[src/rtl/ceespu_bp_pkg.sv]
// Shared definitions for the ceespu gshare predictor: 2-bit counter encoding,
// init/run state encoding and the saturating counter update.
package ceespu_bp_pkg;

  localparam logic [1:0] STRONG_NT = 2'd0;
  localparam logic [1:0] WEAK_NT   = 2'd1;
  localparam logic [1:0] WEAK_T    = 2'd2;
  localparam logic [1:0] STRONG_T  = 2'd3;

  typedef enum logic {
    S_INIT = 1'b0,
    S_RUN  = 1'b1
  } state_e;

  function automatic logic [1:0] sat_update(input logic [1:0] state, input logic taken);
    logic [1:0] nxt;
    nxt = state;
    if (taken) begin
      if (state != STRONG_T) nxt = state + 2'd1;
    end else begin
      if (state != STRONG_NT) nxt = state - 2'd1;
    end
    return nxt;
  endfunction

endpackage

[src/rtl/ceespu_pht_ram.sv]
// Pattern history table: 2^ADDR_BITS x 2-bit counters, async read, sync write.
// The write port either stores WEAK_NT (init) or applies a saturating update in place.
module ceespu_pht_ram
  import ceespu_bp_pkg::*;
#(
  parameter int ADDR_BITS = 8
) (
  input  logic                 clk,
  input  logic [ADDR_BITS-1:0] rd_addr,
  output logic [1:0]           rd_data,
  input  logic                 wr_en,
  input  logic                 wr_init,
  input  logic [ADDR_BITS-1:0] wr_addr,
  input  logic                 wr_taken
);

  localparam int DEPTH = 1 << ADDR_BITS;

  logic [1:0] pht_q [DEPTH];

  assign rd_data = pht_q[rd_addr];

  // Read-modify-write on the write address keeps the external interface to one read port.
  always_ff @(posedge clk) begin
    if (wr_en) begin
      pht_q[wr_addr] <= wr_init ? WEAK_NT : sat_update(pht_q[wr_addr], wr_taken);
    end
  end

endmodule

[src/rtl/ceespu_gshare_predictor.sv]
// Gshare direction predictor: combinational same-cycle lookup, no backpressure (lookups ignored until O_ready).
// Optional statistics counters are built only when CEESPU_BP_STATS_EN is defined.
module ceespu_gshare_predictor
  import ceespu_bp_pkg::*;
#(
  parameter int PC_WIDTH  = 14,
  parameter int PHT_BITS  = 8,
  parameter int HIST_BITS = 8
) (
  input  logic                 clk,
  input  logic                 rst_n,
  input  logic                 I_lookup_valid,
  input  logic                 I_lookup_cond,
  input  logic                 I_lookup_uncond,
  input  logic [PC_WIDTH-1:0]  I_lookup_pc,
  output logic                 O_ready,
  output logic                 O_prediction,
  output logic [PHT_BITS-1:0]  O_pht_index,
  output logic [HIST_BITS-1:0] O_history,
  input  logic                 I_update_valid,
  input  logic [PHT_BITS-1:0]  I_update_index,
  input  logic [HIST_BITS-1:0] I_update_history,
  input  logic                 I_update_taken,
  input  logic                 I_update_mispredict,
  output logic [31:0]          O_stat_branches,
  output logic [31:0]          O_stat_mispredicts
);

  state_e                state_q, state_d;
  logic [PHT_BITS-1:0]   ptr_q, ptr_d;
  logic [HIST_BITS-1:0]  ghr_q, ghr_d;
  logic [HIST_BITS-1:0]  ghr_shift, ghr_recover;
  logic [PHT_BITS-1:0]   lookup_index;
  logic [1:0]            rd_ctr;
  logic                  prediction;
  logic                  wr_en, wr_init;
  logic [PHT_BITS-1:0]   wr_addr;
  logic                  unused_ok;

  assign unused_ok    = ^{I_lookup_pc, I_update_history};
  assign lookup_index = I_lookup_pc[PHT_BITS-1:0] ^ PHT_BITS'(ghr_q);
  assign O_ready      = (state_q == S_RUN);
  assign O_pht_index  = lookup_index;
  assign O_history    = ghr_q;
  assign O_prediction = prediction;

  ceespu_pht_ram #(.ADDR_BITS(PHT_BITS)) u_pht (
    .clk      (clk),
    .rd_addr  (lookup_index),
    .rd_data  (rd_ctr),
    .wr_en    (wr_en & rst_n),
    .wr_init  (wr_init),
    .wr_addr  (wr_addr),
    .wr_taken (I_update_taken)
  );

  always_comb begin
    prediction = 1'b0;
    if (O_ready) begin
      if (I_lookup_uncond)    prediction = 1'b1;
      else if (I_lookup_cond) prediction = rd_ctr[1];
    end
  end

  // A single-bit history has no older bits to keep.
  generate
    if (HIST_BITS == 1) begin : g_hist1
      assign ghr_shift   = prediction;
      assign ghr_recover = I_update_taken;
    end else begin : g_histn
      assign ghr_shift   = {ghr_q[HIST_BITS-2:0], prediction};
      assign ghr_recover = {I_update_history[HIST_BITS-2:0], I_update_taken};
    end
  endgenerate

  always_comb begin
    state_d = state_q;
    ptr_d   = ptr_q;
    ghr_d   = ghr_q;
    wr_en   = 1'b0;
    wr_init = 1'b0;
    wr_addr = I_update_index;
    case (state_q)
      S_INIT: begin
        wr_en   = 1'b1;
        wr_init = 1'b1;
        wr_addr = ptr_q;
        ptr_d   = ptr_q + 1'b1;
        if (ptr_q == '1) state_d = S_RUN;
      end
      S_RUN: begin
        wr_en = I_update_valid;
        // Recovery wins: a same-cycle lookup is already on the wrong path.
        if (I_update_valid && I_update_mispredict) ghr_d = ghr_recover;
        else if (I_lookup_valid && I_lookup_cond)  ghr_d = ghr_shift;
      end
      default: state_d = S_INIT;
    endcase
  end

  always_ff @(posedge clk) begin
    if (!rst_n) begin
      state_q <= S_INIT;
      ptr_q   <= '0;
      ghr_q   <= '0;
    end else begin
      state_q <= state_d;
      ptr_q   <= ptr_d;
      ghr_q   <= ghr_d;
    end
  end

`ifdef CEESPU_BP_STATS_EN
  logic [31:0] stat_br_q, stat_br_d;
  logic [31:0] stat_mp_q, stat_mp_d;

  always_comb begin
    stat_br_d = stat_br_q;
    stat_mp_d = stat_mp_q;
    if (state_q == S_RUN && I_update_valid) begin
      if (stat_br_q != 32'hFFFF_FFFF) stat_br_d = stat_br_q + 32'd1;
      if (I_update_mispredict && stat_mp_q != 32'hFFFF_FFFF) stat_mp_d = stat_mp_q + 32'd1;
    end
  end

  always_ff @(posedge clk) begin
    if (!rst_n) begin
      stat_br_q <= '0;
      stat_mp_q <= '0;
    end else begin
      stat_br_q <= stat_br_d;
      stat_mp_q <= stat_mp_d;
    end
  end

  assign O_stat_branches    = stat_br_q;
  assign O_stat_mispredicts = stat_mp_q;
`else
  assign O_stat_branches    = 32'd0;
  assign O_stat_mispredicts = 32'd0;
`endif

endmodule

[config.mk]
export PLATFORM = sky130hd
export DESIGN_NAME = ceespu_gshare_predictor
export DESIGN_NICKNAME = d
export VERILOG_FILES = /design/src/rtl/ceespu_bp_pkg.sv /design/src/rtl/ceespu_pht_ram.sv /design/src/rtl/ceespu_gshare_predictor.sv
export SDC_FILE = /design/constraint.sdc
export NUM_CORES = 1
export LEC_CHECK = 0
export BUFFER_PORTS_ARGS = -buffer_cell sky130_fd_sc_hd__clkbuf_2
export CAP_MARGIN = 25
export CORE_MARGIN = 2
export CORE_UTILIZATION = 49
export DETAILED_ROUTE_END_ITERATION = 16
export PLACE_DENSITY_LB_ADDON = 0.25
export SYNTH_ARGS = -nofsm -noshare
export SYNTH_HDL_FRONTEND = slang
export SYNTH_SLANG_ARGS = --single-unit
[constraint.sdc]
create_clock -name clk -period 16.09 [get_ports clk]
set_input_delay 0.8045 -clock clk [delete_from_list [all_inputs] [get_ports clk]]
set_output_delay 0.8045 -clock clk [all_outputs]
set_load 0.1 [all_outputs]
# After elaboration in Yosys (flattened, before gate mapping)
# Memory sizes are Yosys's and may differ from the RTL's.
# Cells that the tools add are included.
[totals]
reg_bits = 17
ramBits = 512
output_inout_bits = 82
word_cells = 33
memories = 1
[classes]
n_addsub = 3
n_eq_ne = 2
n_mux = 16
bitwise_logic = 3
n_reduce_logical = 5
[memory_table]
columns = ["memory", "words", "word_bits", "rd", "rd_clocked_by_memory_dff", "wr", "line_no", "text"]
rows = [
  ["u_pht.pht_q", 256, 2, 2, 0, 1, "ceespu_pht_ram.sv:19", "logic [1:0] pht_q [DEPTH];"],
]
[op_table]
columns = ["cell", "count"]
rows = [
  ["2-to-1 mux 8 bit", 3],
  ["2-to-1 mux 2 bit", 5],
  ["adder 8 x 1 -> 8 bit, second input constant", 1],
  ["== test 8 bit, second input constant", 1],
  ["XOR 8 bit", 1],
  ["2-to-1 mux 1 bit", 7],
  ["nonzero test 2 bit", 2],
  ["adder 2 x 1 -> 2 bit, second input constant", 1],
  ["logical AND 1 bit", 2],
  ["inequality test 2 bit, second input constant", 1],
  ["case mux 1 bit (2 select lines)", 1],
  ["AND reduction 2 bit", 1],
  ["subtractor 2 x 1 -> 2 bit, second input constant", 1],
  ["AND 1 bit", 1],
  ["inverter 1 bit", 1],
]

# Longest topological paths before layout
# An unclocked memory read counts as a cell.
[depth]
ltp_word = 7
mapped_depth = 13

# Hierarchy
# Synthesis repeated with hierarchy kept, for this count alone.
[unflattened]
cells_unflattened = 1643
area_unflattened_um2 = 26684.3
[modules_own_cells]
columns = ["module", "instances", "cells_each", "area_per_inst_um2"]
rows = [
  ["ceespu_pht_ram", 1, 1468, 25182.9],
  ["ceespu_gshare_predictor", 1, 175, 1501.4],
]

# Worst setup path before layout
# Ideal clock, no wire load.
[synth_timing]
kind = "reg-to-reg"
from = "reg state_q (netlist: O_ready)"
to = "mem u_pht.pht_q[0][1] (data pin)"
setup_time_ps = 2235
arrival_ps = 13593
required_ps = 13855
slack_ps = 262
path_stages_with_launch = 12
cell_sequence = "dfxtp_1 > buf_2 > buf_4 > mux2i_1 > clkbuf_1 > clkbuf_1 > mux2i_1 > mux2i_1 > o21ai_0 > and4_1 > a21oi_1 > o31ai_1"
[synth_between]
elab_chain_len = 7
elab_cells_between_ends = 11
[synth_lines]
columns = ["item", "line_no", "text"]
rows = [
  ["start: declaration", "ceespu_gshare_predictor.sv:29", "state_e state_q, state_d;"],
  ["start signal: assignment", "ceespu_gshare_predictor.sv:107", "state_q <= state_d;"],
  ["2-to-1 mux 8 bit", "ceespu_gshare_predictor.sv:83", "case (state_q)"],
  ["memory (256 x 2 bit)", "n/a", ""],
  ["subtractor 2 x 1 -> 2 bit (tied with other cells)", "ceespu_bp_pkg.sv:21", "if (state != STRONG_NT) nxt = state - 2'd1;"],
  ["2-to-1 mux 2 bit (on tied branches)", "ceespu_bp_pkg.sv:21, ceespu_bp_pkg.sv:19", ""],
  ["2-to-1 mux 2 bit", "ceespu_bp_pkg.sv:18", "if (taken) begin"],
  ["2-to-1 mux 2 bit", "ceespu_pht_ram.sv:25", "if (wr_en) begin"],
  ["2-to-1 mux 2 bit *", "ceespu_pht_ram.sv:26", "pht_q[wr_addr] <= wr_init ? WEAK_NT : sat_update(pht_q[wr_addr], wr_taken);"],
  ["end: declaration", "ceespu_pht_ram.sv:19", ""],
]
# Mark *: on every way between the ends. The rest lies on a longest branch, timed or not. The select of a mux whose other input is x is not followed.

# Worst setup path in the final report
[layout_timing]
from = "reg state_q (netlist: O_ready)"
to = "mem u_pht.pht_q[198][0] (data pin)"
# Same word-level chain as after synthesis.

==> summary.md <==
| Metric | Value |
|---|---|
| Slew margin rel. | `~25%` |
| Worst Hold Path EP | `ptr_q[7]` |
| Post-CTS sizing | `0` |
| RR Endpoint | `u_pht.pht_q[198][0]` |
| Final hold violations | `0` |
| Critical Path RT | `about 16000 ps` |
| Root buf cell | `clkbuf_16` |
| P per Cell Area | `~110 nW/um2` |
| GRT Util Overall | `between 20% and 30%` |
| Average cell area after synthesis | `about 14 um2` |
| Hold Crit Start | `ptr_q[7]` |
| Max H-tree Level | `2` |
| Routed WL | `70500 um` |
| Wire per inst | `approximately 28 um` |
| # hold bufs at CTS | `0` |
| PortBufs | `between 40 and 50` |
| EDFF count, synth | `roughly 510` |
| Post-DP HPWL | `43900 um` |
| Drt pass-1 iters | `6` |
| Worst Max-Slew Pin Slew | `approximately 1100 ps` |
| Vias per cell | `between 6 and 7` |
| GP Congestion | `0.896` |
| Initial DRC Count | `between 2000 and 2500` |
| Max layer used | `met5` |
| Routed vias | `16071` |
| Die Ht | `approximately 230 um` |
| Postcts setup bufs | `0` |
| Largest net degree at the start of global routing | `roughly 100` |
| Most frequently used flop master after synthesis | `edfxtp_1` |
| Tcrit/Tclk final | `a little over two fifths` |
| Synth unique cells | `67` |
| Initial Util | `between 40% and 50%` |
| Leak pwr | `around 0.0089 uW` |
| F_max | `0.147 GHz` |
| Row cnt | `82` |
| Fin Setup TNS | `0 ps` |
| DRT antenna net count | `0` |
| TritonCTS clock tree | `built` |
| Detailed-route DRC error count | `0` |
| CORE AREA | `approximately 50000 um2` |
| CTS buffer count | `53` |
| Fin crit period | `around 7000 ps` |
| Share of cells above drive strength 1 | `a little under a fifth` |
| Longest Clk Path Bufs | `3` |
| Worst R2R Path Depth | `13` |
| Netlist Area Pre-Place | `24600 um2` |
| Hold Path Class | `reg2reg` |
| Total global routing overflow | `0` |
| CP Launch Type | `flip-flop` |
| Nets@finish | `around 1800` |
| Run status | `complete, no violations` |
| Sequential share of the synthesized area | `between 60% and 70%` |
| Vias in the first global route | `between 15000 and 20000` |
| Initial antenna violation count | `2` |
| P&R area growth vs syn | `10.4%` |
| R2r setup slk | `roughly 9000 ps` |
| Setup Viol. Count Final | `0` |
| Met2 routed WL | `between 30000 and 40000 um` |
| Syn Inst Count | `1743` |
| Layout Skew | `12.9 ps` |
| Async SR Flop Fraction | `0%` |
| First-pass GRT wire length | `between 100000 and 150000 um` |
| Worst R2R Start | `O_ready` |
| Clk slew on worst S/H paths | `70 ps` |
| MaxCap Viol Count | `0` |
| Hold path depth | `2` |
| Crit. End Element | `flip-flop` |
| DRT met1 WL | `26900 um` |
| Final slew viol count | `0` |
| Die ar. | `52000 um2` |
| Synthesized flop and latch total | `between 500 and 600` |
| Worst skew pair latency | `610 ps` |
| Worst-case vdd ir drop | `about 0.00008 V` |
| Clock sinks | `approximately 530` |
| Power Total | `~3000 uW` |
| Synth Warn # | `0` |
| CP arrival | `slightly above 7000 ps` |
| Unrepaired setup endpoints after global routing | `false` |
| Wire length on met3 | `7660 um` |
| Crit Path Max Fanout | `88` |
| Die Width | `~230 um` |
| I/O pin count | `120` |
| CP Class | `reg2reg` |
==> sequential cells by signal, summed over array words and instances, names as in the netlist <==
register     cells
u_pht.pht_q    512
O_history        8
ptr_q            8
O_ready          1
==> worst max-delay path: stages, from the launching register on <==
cell     delay (ps)
dfxtp_1         310
buf_4           380
mux2_8          760
buf_4           700
buf_4           760
mux4_2          640
a22o_1          200
nor4b_1         390
o41ai_1         220
nand4_1         200
o21ai_0         170
a31oi_4         230
buf_4           590
buf_4           770
==> power by group <==
group | total (uW) | internal [uW] | switching, uW | leakage [uW]
Combinational | 274 | 74.5 | 199 | 0.00309
Clock | 1190 | 672 | 519 | 0.000805
Sequential | 1490 | 1490 | 1.36 | 0.00503
Total | 2950 | 2230 | 720 | 0.00893
==> per-layer routing <==
layer	GRT usage [%]	vias to the layer above
met1	37.4	8159
li1	-	6686
met2	42.0	1037
met3	5.59	187
met4	12.9	2
met5	0	-
==> cells by family after synthesis <==
logic type	synth area share (%)
adders and majority gates	0.0509
muxes	15.2
AOI/OAI and AO/OA	4.95
other	0.0153
xor gates and xnor gates	0.494
buffers and inverters	4.13
and+or+nand+nor	11.2
DFF	63.9
==> cell usage after synthesis (10+ instances only) <==
library cell,n,area [um2]
a21oi_1,10,50.1
a22oi_1,29,218
a31oi_1,12,75.1
a32oi_1,30,263
and2_1,13,81.3
buf_2,22,110
buf_4,73,548
clkbuf_1,72,270
dfxtp_1,17,340
edfxtp_1,512,15400
mux2_2,11,124
mux2i_1,57,571
mux4_2,135,3040
nand2_1,208,781
nand3_1,68,340
nand4_1,23,144
nor2_1,288,1080
nor3_1,13,65.1
o21ai_0,16,80.1
o22ai_1,13,81.3
==> stage by stage <==
stage | setup slack [ps] | cell area [um2] | std cells | utilization, % | hold WS (ps)
final | 9280 | 27100 | 2501 | 54.4 | 571
after global routing | 8870 | 27100 | 2500 | 54.4 | 600
after CTS | 9210 | 27100 | 2498 | 54.4 | 560
after detailed placement | 9040 | 25500 | 2399 | 51.1 | 550
after global placement | 9160 | 25300 | 2392 | 50.8 | 536
after floorplan | 262 | 24800 | 1806 | - | 501
==> how the worst max path moves through the flow <==
stage                     endpoint               from  cells past startpoint
6_report       u_pht.pht_q[198][0]            O_ready                     13
2_1_floorplan    u_pht.pht_q[0][1]            O_ready                     11
4_1_cts        u_pht.pht_q[198][0]            O_ready                     13
3_5_place_dp   u_pht.pht_q[213][0]  I_update_index[0]                     13
3_3_place_gp   u_pht.pht_q[196][0]  I_update_index[0]                     13
5_1_grt        u_pht.pht_q[196][0]            O_ready                     13
==> cell usage in the layout (no fill, tap or decap), drive strengths merged, types with 5 or more instances in the layout <==
cell type | netlist | layout
a22oi | 29 | 29
a21oi | 10 | 10
xnor2 | 10 | 10
nor2 | 288 | 288
and2 | 13 | 13
a2111oi | 5 | 5
nor3 | 13 | 13
and3 | 5 | 5
clkbuf | 72 | 118
nand4 | 23 | 23
buf | 105 | 51
dfxtp | 17 | 17
nand3 | 68 | 68
edfxtp | 512 | 512
nand2 | 208 | 208
clkinv | 3 | 27
a22o | 5 | 5
o21ai | 17 | 17
mux2i | 57 | 57
conb | 1 | 64
mux4 | 135 | 135
o22ai | 13 | 13
a31oi | 12 | 12
o211a | 9 | 9
mux2 | 11 | 11
inv | 4 | 5
a32oi | 30 | 30
==> final cells by class <==
| cell class | instances | area [um2] |
|---|---|---|
| well taps | 672 | 841 |
| flip-flops and latches | 529 | 15700 |
| repair buffers | 100 | 714 |
| clock buffers | 69 | 1430 |
| fillers | 4054 | 22700 |
| multi-input cells | 1093 | 8200 |
| clock inverters | 30 | 218 |
| diodes | 1 | 2.50 |
| inverters | 7 | 28.8 |
(Power assumes the default switching activity.)
